===== src/rtl/argon_pkg.sv =====
// Shared definitions for the Argon control unit: opcodes, instruction fields,
// sequencer states and status-register bit positions.
package argon_pkg;

  localparam logic [3:0] OP_ALUI = 4'hC;
  localparam logic [3:0] OP_LDI  = 4'hD;
  localparam logic [3:0] OP_NOP  = 4'hE;
  localparam logic [3:0] OP_HALT = 4'hF;

  localparam int unsigned OPC_MSB = 15;
  localparam int unsigned OPC_LSB = 12;
  localparam int unsigned RD_MSB  = 11;
  localparam int unsigned RD_LSB  = 8;
  localparam int unsigned RS1_MSB = 7;
  localparam int unsigned RS1_LSB = 4;
  localparam int unsigned RS2_MSB = 3;
  localparam int unsigned RS2_LSB = 0;

  localparam int unsigned ST_ZERO     = 0;
  localparam int unsigned ST_SIGN     = 1;
  localparam int unsigned ST_OVERFLOW = 2;
  localparam int unsigned ST_CARRY    = 3;

  typedef enum logic [2:0] {
    FETCH,
    DECODE,
    FETCH_IMM,
    EXECUTE,
    HALTED
  } state_e;

  typedef struct packed {
    logic [3:0] rd;
    logic [3:0] rs1;
    logic [3:0] rs2;
    logic [3:0] alu_op;
    logic       needs_imm;
    logic       is_write;
    logic       is_alu;
    logic       is_halt;
  } decode_t;

endpackage


===== src/rtl/argon_decoder.sv =====
// Combinational instruction decoder: splits the IR into register fields and
// classifies the opcode for the sequencer.
module argon_decoder
  import argon_pkg::*;
#(
  parameter logic [3:0] ALU_OP_LAST = 4'hB
) (
  input  logic [15:0] ir_i,
  output decode_t     dec_o
);

  logic [3:0] opc;

  always_comb begin
    opc          = ir_i[OPC_MSB:OPC_LSB];
    dec_o        = '0;
    dec_o.rd     = ir_i[RD_MSB:RD_LSB];
    dec_o.rs1    = ir_i[RS1_MSB:RS1_LSB];
    dec_o.rs2    = ir_i[RS2_MSB:RS2_LSB];
    if (opc <= ALU_OP_LAST) begin
      dec_o.alu_op   = opc;
      dec_o.is_write = 1'b1;
      dec_o.is_alu   = 1'b1;
    end else begin
      // Opcodes above ALU_OP_LAST that are not named below decode as NOP.
      case (opc)
        OP_ALUI: begin
          dec_o.alu_op    = ir_i[RS2_MSB:RS2_LSB];
          dec_o.needs_imm = 1'b1;
          dec_o.is_write  = 1'b1;
          dec_o.is_alu    = 1'b1;
        end
        OP_LDI: begin
          dec_o.needs_imm = 1'b1;
          dec_o.is_write  = 1'b1;
        end
        OP_HALT: dec_o.is_halt = 1'b1;
        OP_NOP:  ;
        default: ;
      endcase
    end
  end

endmodule


===== src/rtl/argon_control_unit.sv =====
// Argon instruction sequencer: fetches over req/valid, decodes, and issues one
// registered datapath operation per instruction; latches ALU flags.
module argon_control_unit
  import argon_pkg::*;
#(
  parameter logic [15:0] RESET_PC    = 16'h0000,
  parameter logic [3:0]  ALU_OP_LAST = 4'hB
) (
  input  logic        i_clk,
  input  logic        i_reset,
  input  logic        i_halt,
  output logic        o_fetch_req,
  output logic [15:0] o_fetch_addr,
  input  logic        i_fetch_valid,
  input  logic [15:0] i_fetch_data,
  output logic [3:0]  o_selectA,
  output logic [3:0]  o_selectB,
  output logic [3:0]  o_selectW,
  output logic        o_write_en,
  output logic [3:0]  o_alu_op,
  output logic        o_use_immediate,
  output logic        o_write_to_regfile,
  output logic [15:0] o_immediate,
  input  logic        i_flag_zero,
  input  logic        i_flag_sign,
  input  logic        i_flag_overflow,
  input  logic        i_flag_carry,
  output logic [3:0]  o_status,
  output logic        o_halted
);

  state_e      state_q, state_d;
  logic [15:0] pc_q, pc_d;
  logic [15:0] ir_q, ir_d;
  logic [15:0] imm_q, imm_d;
  logic        req_q, req_d;
  logic        we_q, we_d;
  logic [3:0]  sel_a_q, sel_a_d;
  logic [3:0]  sel_b_q, sel_b_d;
  logic [3:0]  sel_w_q, sel_w_d;
  logic [3:0]  alu_op_q, alu_op_d;
  logic        use_imm_q, use_imm_d;
  logic        wtr_q, wtr_d;
  logic [3:0]  status_q, status_d;
  logic        halted_q, halted_d;
  logic        accept;
  logic        load_ctrl;
  decode_t     dec;

  argon_decoder #(
    .ALU_OP_LAST(ALU_OP_LAST)
  ) u_decoder (
    .ir_i (ir_q),
    .dec_o(dec)
  );

  assign accept = req_q & i_fetch_valid;

  always_comb begin
    state_d   = state_q;
    pc_d      = pc_q;
    ir_d      = ir_q;
    imm_d     = imm_q;
    sel_a_d   = sel_a_q;
    sel_b_d   = sel_b_q;
    sel_w_d   = sel_w_q;
    alu_op_d  = alu_op_q;
    use_imm_d = use_imm_q;
    wtr_d     = wtr_q;
    status_d  = status_q;
    we_d      = 1'b0;
    load_ctrl = 1'b0;

    case (state_q)
      FETCH: begin
        if (accept) begin
          ir_d    = i_fetch_data;
          pc_d    = pc_q + 16'd1;
          state_d = DECODE;
        end
      end
      DECODE: begin
        if (dec.needs_imm) begin
          state_d = FETCH_IMM;
        end else begin
          state_d   = EXECUTE;
          load_ctrl = 1'b1;
        end
      end
      FETCH_IMM: begin
        if (accept) begin
          imm_d     = i_fetch_data;
          pc_d      = pc_q + 16'd1;
          state_d   = EXECUTE;
          load_ctrl = 1'b1;
        end
      end
      EXECUTE: begin
        if (dec.is_alu) begin
          status_d[ST_ZERO]     = i_flag_zero;
          status_d[ST_SIGN]     = i_flag_sign;
          status_d[ST_OVERFLOW] = i_flag_overflow;
          status_d[ST_CARRY]    = i_flag_carry;
        end
        state_d = dec.is_halt ? HALTED : FETCH;
      end
      HALTED:  state_d = HALTED;
      default: state_d = FETCH;
    endcase

    // Control outputs are loaded on the edge into EXECUTE so they are
    // already valid during the EXECUTE cycle.
    if (load_ctrl) begin
      sel_a_d   = dec.rs1;
      sel_b_d   = dec.rs2;
      sel_w_d   = dec.rd;
      alu_op_d  = dec.alu_op;
      use_imm_d = dec.needs_imm & dec.is_alu;
      wtr_d     = dec.needs_imm & ~dec.is_alu;
      we_d      = dec.is_write;
    end

    req_d    = (state_d == FETCH) || (state_d == FETCH_IMM);
    halted_d = (state_d == HALTED);
  end

  always_ff @(posedge i_clk) begin
    if (!i_reset) begin
      state_q   <= FETCH;
      pc_q      <= RESET_PC;
      ir_q      <= '0;
      imm_q     <= '0;
      req_q     <= 1'b0;
      we_q      <= 1'b0;
      sel_a_q   <= '0;
      sel_b_q   <= '0;
      sel_w_q   <= '0;
      alu_op_q  <= '0;
      use_imm_q <= 1'b0;
      wtr_q     <= 1'b0;
      status_q  <= '0;
      halted_q  <= 1'b0;
    end else if (!i_halt) begin
      state_q   <= state_d;
      pc_q      <= pc_d;
      ir_q      <= ir_d;
      imm_q     <= imm_d;
      req_q     <= req_d;
      we_q      <= we_d;
      sel_a_q   <= sel_a_d;
      sel_b_q   <= sel_b_d;
      sel_w_q   <= sel_w_d;
      alu_op_q  <= alu_op_d;
      use_imm_q <= use_imm_d;
      wtr_q     <= wtr_d;
      status_q  <= status_d;
      halted_q  <= halted_d;
    end
  end

  assign o_fetch_req        = req_q;
  assign o_fetch_addr       = pc_q;
  assign o_selectA          = sel_a_q;
  assign o_selectB          = sel_b_q;
  assign o_selectW          = sel_w_q;
  assign o_write_en         = we_q;
  assign o_alu_op           = alu_op_q;
  assign o_use_immediate    = use_imm_q;
  assign o_write_to_regfile = wtr_q;
  assign o_immediate        = imm_q;
  assign o_status           = status_q;
  assign o_halted           = halted_q;

endmodule


===== config.mk =====
export PLATFORM = sky130hd
export DESIGN_NAME = argon_control_unit
export DESIGN_NICKNAME = d
export VERILOG_FILES = /design/src/rtl/argon_pkg.sv /design/src/rtl/argon_decoder.sv /design/src/rtl/argon_control_unit.sv
export SDC_FILE = /design/constraint.sdc
export NUM_CORES = 1
export LEC_CHECK = 0
export CAP_MARGIN = 20
export CORE_MARGIN = 2
export CORE_UTILIZATION = 46
export CTS_BUF_LIST = sky130_fd_sc_hd__clkbuf_8 sky130_fd_sc_hd__clkbuf_16
export DETAILED_ROUTE_END_ITERATION = 8
export GPL_TIMING_DRIVEN = 1
export PLACE_DENSITY = 0.79
export SYNTH_ARGS = -nofsm -noshare
export SYNTH_HDL_FRONTEND = slang
export SYNTH_HIERARCHICAL = 1
export SYNTH_SLANG_ARGS = --single-unit

===== constraint.sdc =====
create_clock -name i_clk -period 2.4 [get_ports i_clk]
set_input_delay 0.24 -clock i_clk [delete_from_list [all_inputs] [get_ports i_clk]]
set_output_delay 0.24 -clock i_clk [all_outputs]
set_load 0.01 [all_outputs]

==> metrics.log <==
INFO  metric r2r_cells = 7
INFO  metric num_io_pins = 81
INFO  metric final-setup-viol-count = 0
INFO  metric grt_antenna_before_repair = 0
INFO  metric timing_max_transition_violations_final = 0
INFO  metric worst_hold_startpoint = o_halted$_SDFFE_PN0N_
INFO  metric timing.final.crit_period = 1.863 ns
INFO  metric num_antenna_cells = 0
INFO  metric achievable-frequency = 0.5368 GHz
INFO  metric track_usage = a little over 20%
INFO  metric worst_hold_path.endpoint = o_halted$_SDFFE_PN0N_
INFO  metric floorplan.die.width = 86.76 um
INFO  metric synth.top_cells.by_area = dfxtp_1 (48%), nand2_1 (6.8%), mux2i_1 (6.7%), a21oi_1 (4.6%), nor2_1 (4.2%)
INFO  metric post-dp-hpwl = approximately 5000 um
INFO  metric via_count = 2739
INFO  metric floorplan.die.height = 86.76 um
INFO  metric ys_ff_latch = between 70 and 80
INFO  metric floorplan.initialDensity = a little under half
INFO  metric path_buf_inv = 1
INFO  metric cts_buffers = 9
INFO  metric finalWirelength = 7294 um
INFO  metric share_of_the_cycle_needed_by_the_critical_path_after_routing = 77.62%
INFO  metric pwr_density_cell = 562.2 mW/mm^2
INFO  metric grt.met1_usage = 25.42%
INFO  metric grt_util_met2 = 32.73%
INFO  metric kind_of_critical_path = reg -> reg
INFO  metric timing.rr.start = ir_q[14]$_SDFFE_PN0P_
INFO  metric cp_max_fo = 35
INFO  metric worstSetupEndpointType = flip-flop
INFO  metric port_buffers = 80
INFO  metric area_delta_synth_final = 29.94%
INFO  metric grt_first_pass_wirelength = 11990 um
INFO  metric global_route.overflow_total = 0
INFO  metric post_drt_wl_per_cell = 14.19 um
INFO  metric crit_path_start = ir_q[14]$_SDFFE_PN0P_
INFO  metric cpMaxStageDelayCell = or3b_2
INFO  metric post_cts_resized = 0
INFO  metric r2r_slack = 0.54 ns
INFO  metric critical_path.top_delay_family = simple AND/OR/NAND/NOR gates
INFO  metric place.gp.congestion = 0.7924
INFO  metric total_power = approximately 2.3 mW
INFO  metric path_clk_slew = 0.08 ns
INFO  metric fp.dieArea = 0.007527 mm^2
INFO  metric hold_viol_final = 0
INFO  metric status = completed
INFO  metric remaining_drc_errors = 0
INFO  metric vdd_drop_max = about 0.42 mV
INFO  metric synth_cell_types = 43
INFO  metric n_fill_cell = about 570
INFO  metric average_instance_area_after_synthesis = 8.632 um^2
INFO  metric post_route_cells_drive_above_1_share = under 10%
INFO  metric insertion_delay = ~0.34 ns
INFO  metric cp.arrival = 2.12 ns
INFO  metric synth.top_cell.area_share = 48.29%
INFO  metric rows = 30
INFO  metric static-leakage-power = roughly 1.4 nW
INFO  metric final.setup_skew = 0.009425 ns
INFO  metric holdCritPathClass = reg -> reg
INFO  metric cp_cell_sequence = nand2_1 > nor2_1 > or3b_2 > a21oi_2 > buf_4 > nand3_1 > o21ai_0
INFO  metric total_of_max_cap_violations = 0
INFO  metric synth_seq_area_share = 48.29%
INFO  metric synthFlopType = dfxtp_1
INFO  metric busiest_layer_in_global_routing = met2
INFO  metric grt_setup_unrepaired = false
INFO  metric grt_start_max_net_pins = 57
INFO  metric post_synth_instance_area = around 0.0032 mm^2
INFO  metric avgViaCountPerCell = 5.329
INFO  metric tritoncts = done
INFO  metric antenna_left = 0
INFO  metric post_synthesis_net_count = 390
INFO  metric post_cts.repair.setup_buffers = 0
INFO  metric cts_root_buf = clkbuf_8
INFO  metric floorplan.core_area = 0.006719 mm^2
INFO  metric firstDrtPassIters = 4
INFO  metric cts_htree_levels = 3
INFO  metric critical_path_required = 2.66 ns
INFO  metric yosys_warnings = 6
INFO  metric synth_top_area_cell = dfxtp_1
INFO  metric place_ws = 0.2895 ns
INFO  metric cts-root-to-sink-buffers = 2
INFO  metric grtUsageMet3 = 8.095%
INFO  metric first_global_vias = ~2600
INFO  metric timing.final.ws_setup = 0.5370 ns
INFO  metric synth_cells = around 370
INFO  metric tns = 0 ns
INFO  metric asyncSetResetFlopFracSynth = 0%
INFO  metric design.final.nets = 454
INFO  metric timing.hold.worst_path_depth = 2
INFO  metric rr_endpoint = o_selectB[0]$_SDFFE_PN0P_
INFO  metric cts_sinks = 76
INFO  metric ctsHoldBuffers = 0
INFO  metric worst_setup_path_start_kind = flip-flop
INFO  metric synth_edf_count = 0
INFO  metric crit_path_max_incr_delay = 0.49 ns
INFO  metric worst_slew_pin_slew = between 0.5 and 0.6 ns
INFO  metric dr.first_iter.drc_count = 153
INFO  metric maxSlewHeadroom = roughly three fifths
[logic make-up (layout without fill, tap and decap cells)]
group                    Yosys count  in the layout  share of synthesized area (%)
AO/OA/AOI/OAI                     65             65                          11.56
XOR/XNOR                           7              7                          1.946
adder cells (fa/ha/maj)            1              1                         0.3971
buffers and inverters             43            112                          7.188
flip-flops                        76             76                          48.29
multiplexers                      22             22                          7.029
AND/OR/NAND/NOR                  151            151                          23.59
[registers in the layout (all words and copies together), names as in the netlist]
| name | cells |
|---|---|
| o_fetch_req | 1 |
| o_immediate | 16 |
| state_q | 3 |
| ir_q | 16 |
| o_alu_op | 4 |
| o_use_immediate | 1 |
| o_selectB | 4 |
| o_selectW | 4 |
| o_halted | 1 |
| o_status | 4 |
| o_write_to_regfile | 1 |
| o_fetch_addr | 16 |
| o_write_en | 1 |
| o_selectA | 4 |
[cells in the final DEF (no fill, tap or decap), drive strengths merged]
master	count
a21boi	2
a21oi	30
a22o	2
a22oi	2
and3	3
and3b	1
and4	2
and4bb	1
buf	8
clkbuf	11
clkdlybuf4s50	80
clkinv	4
dfxtp	76
ha	1
inv	9
mux2	1
mux2i	21
nand2	57
nand3	24
nand3b	1
nand4	2
nand4b	3
nand4bb	1
nor2	35
nor3	3
nor4	3
o211ai	1
o21ai	22
o22ai	1
o31ai	5
or2	2
or3	4
or3b	3
or4	5
or4b	1
xnor2	6
xor2	1
[worst reg2reg max path: cells and delay by family, from the launching register on]
| kind | cells | cell delay (ns) |
|---|---|---|
| buffers and inverters | 1 | 0.30 |
| AND/OR/NAND/NOR | 4 | 0.85 |
| AO/OA/AOI/OAI | 2 | 0.24 |
| flip-flops | 1 | 0.38 |
[area by class of cell]
type / count / area [um^2] / area share [%]
multi-input combinational: 246 / 1403 / 34.26
clock buffer: 11 / 151.4 / 3.698
timing repair buffer: 88 / 860.8 / 21.03
clock inverter: 5 / 27.53 / 0.6724
inverter: 8 / 30.03 / 0.7335
sequential: 76 / 1521 / 37.16
tap: 80 / 100.1 / 2.445
[stage by stage]
stage	area [um^2]	hold WS, ns	cells	utilization (%)
global route	4094	0.4664	514	60.93
CTS	4094	0.4548	514	60.93
finish	4094	0.4503	514	60.93
detailed placement	3915	0.4465	498	58.27
global placement	3915	0.4394	498	58.27
floorplan	3151	0.3760	365	-
[worst max path at each step]
stage | endpoint | slack (ns) | cells after the start
floorplan | o_fetch_addr[10]$_SDFFE_PN0P_ | 0.64 | 6
global placement | o_fetch_addr[15]$_SDFFE_PN0P_ | 0.36 | 5
detailed placement | o_fetch_addr[13]$_SDFFE_PN0P_ | 0.29 | 5
CTS | o_fetch_addr[10]$_SDFFE_PN0P_ | 0.56 | 5
global route | o_selectB[0]$_SDFFE_PN0P_ | 0.41 | 7
finish | o_selectB[0]$_SDFFE_PN0P_ | 0.54 | 7
[Yosys cell counts (all sizes together), types with 3 or more instances]
cell and number:
nand2 57, a21oi 30, xnor2 6, clkbuf 15, o21ai 22, nand3 24
mux2i 21, or3 4, inv 8, and3 3, nand4b 3, or3b 3
nor4 3, o31ai 5, nor2 35, nor3 3, buf 20, or4 5
dfxtp 76
[layer usage]
metal / part of all wire, % / wire length (um)
met1: 45 / 3273
met2: 47 / 3443
met3: 6.9 / 500
met4: 1.1 / 77
met5: 0 / 0
[power breakdown]
group | internal (mW) | switching, mW
logic | 0.0693 | 0.0697
registers | 1.27 | 0.0160
clock network | 0.425 | 0.449
total | 1.77 | 0.535
Power figures use the tool's default switching activity.
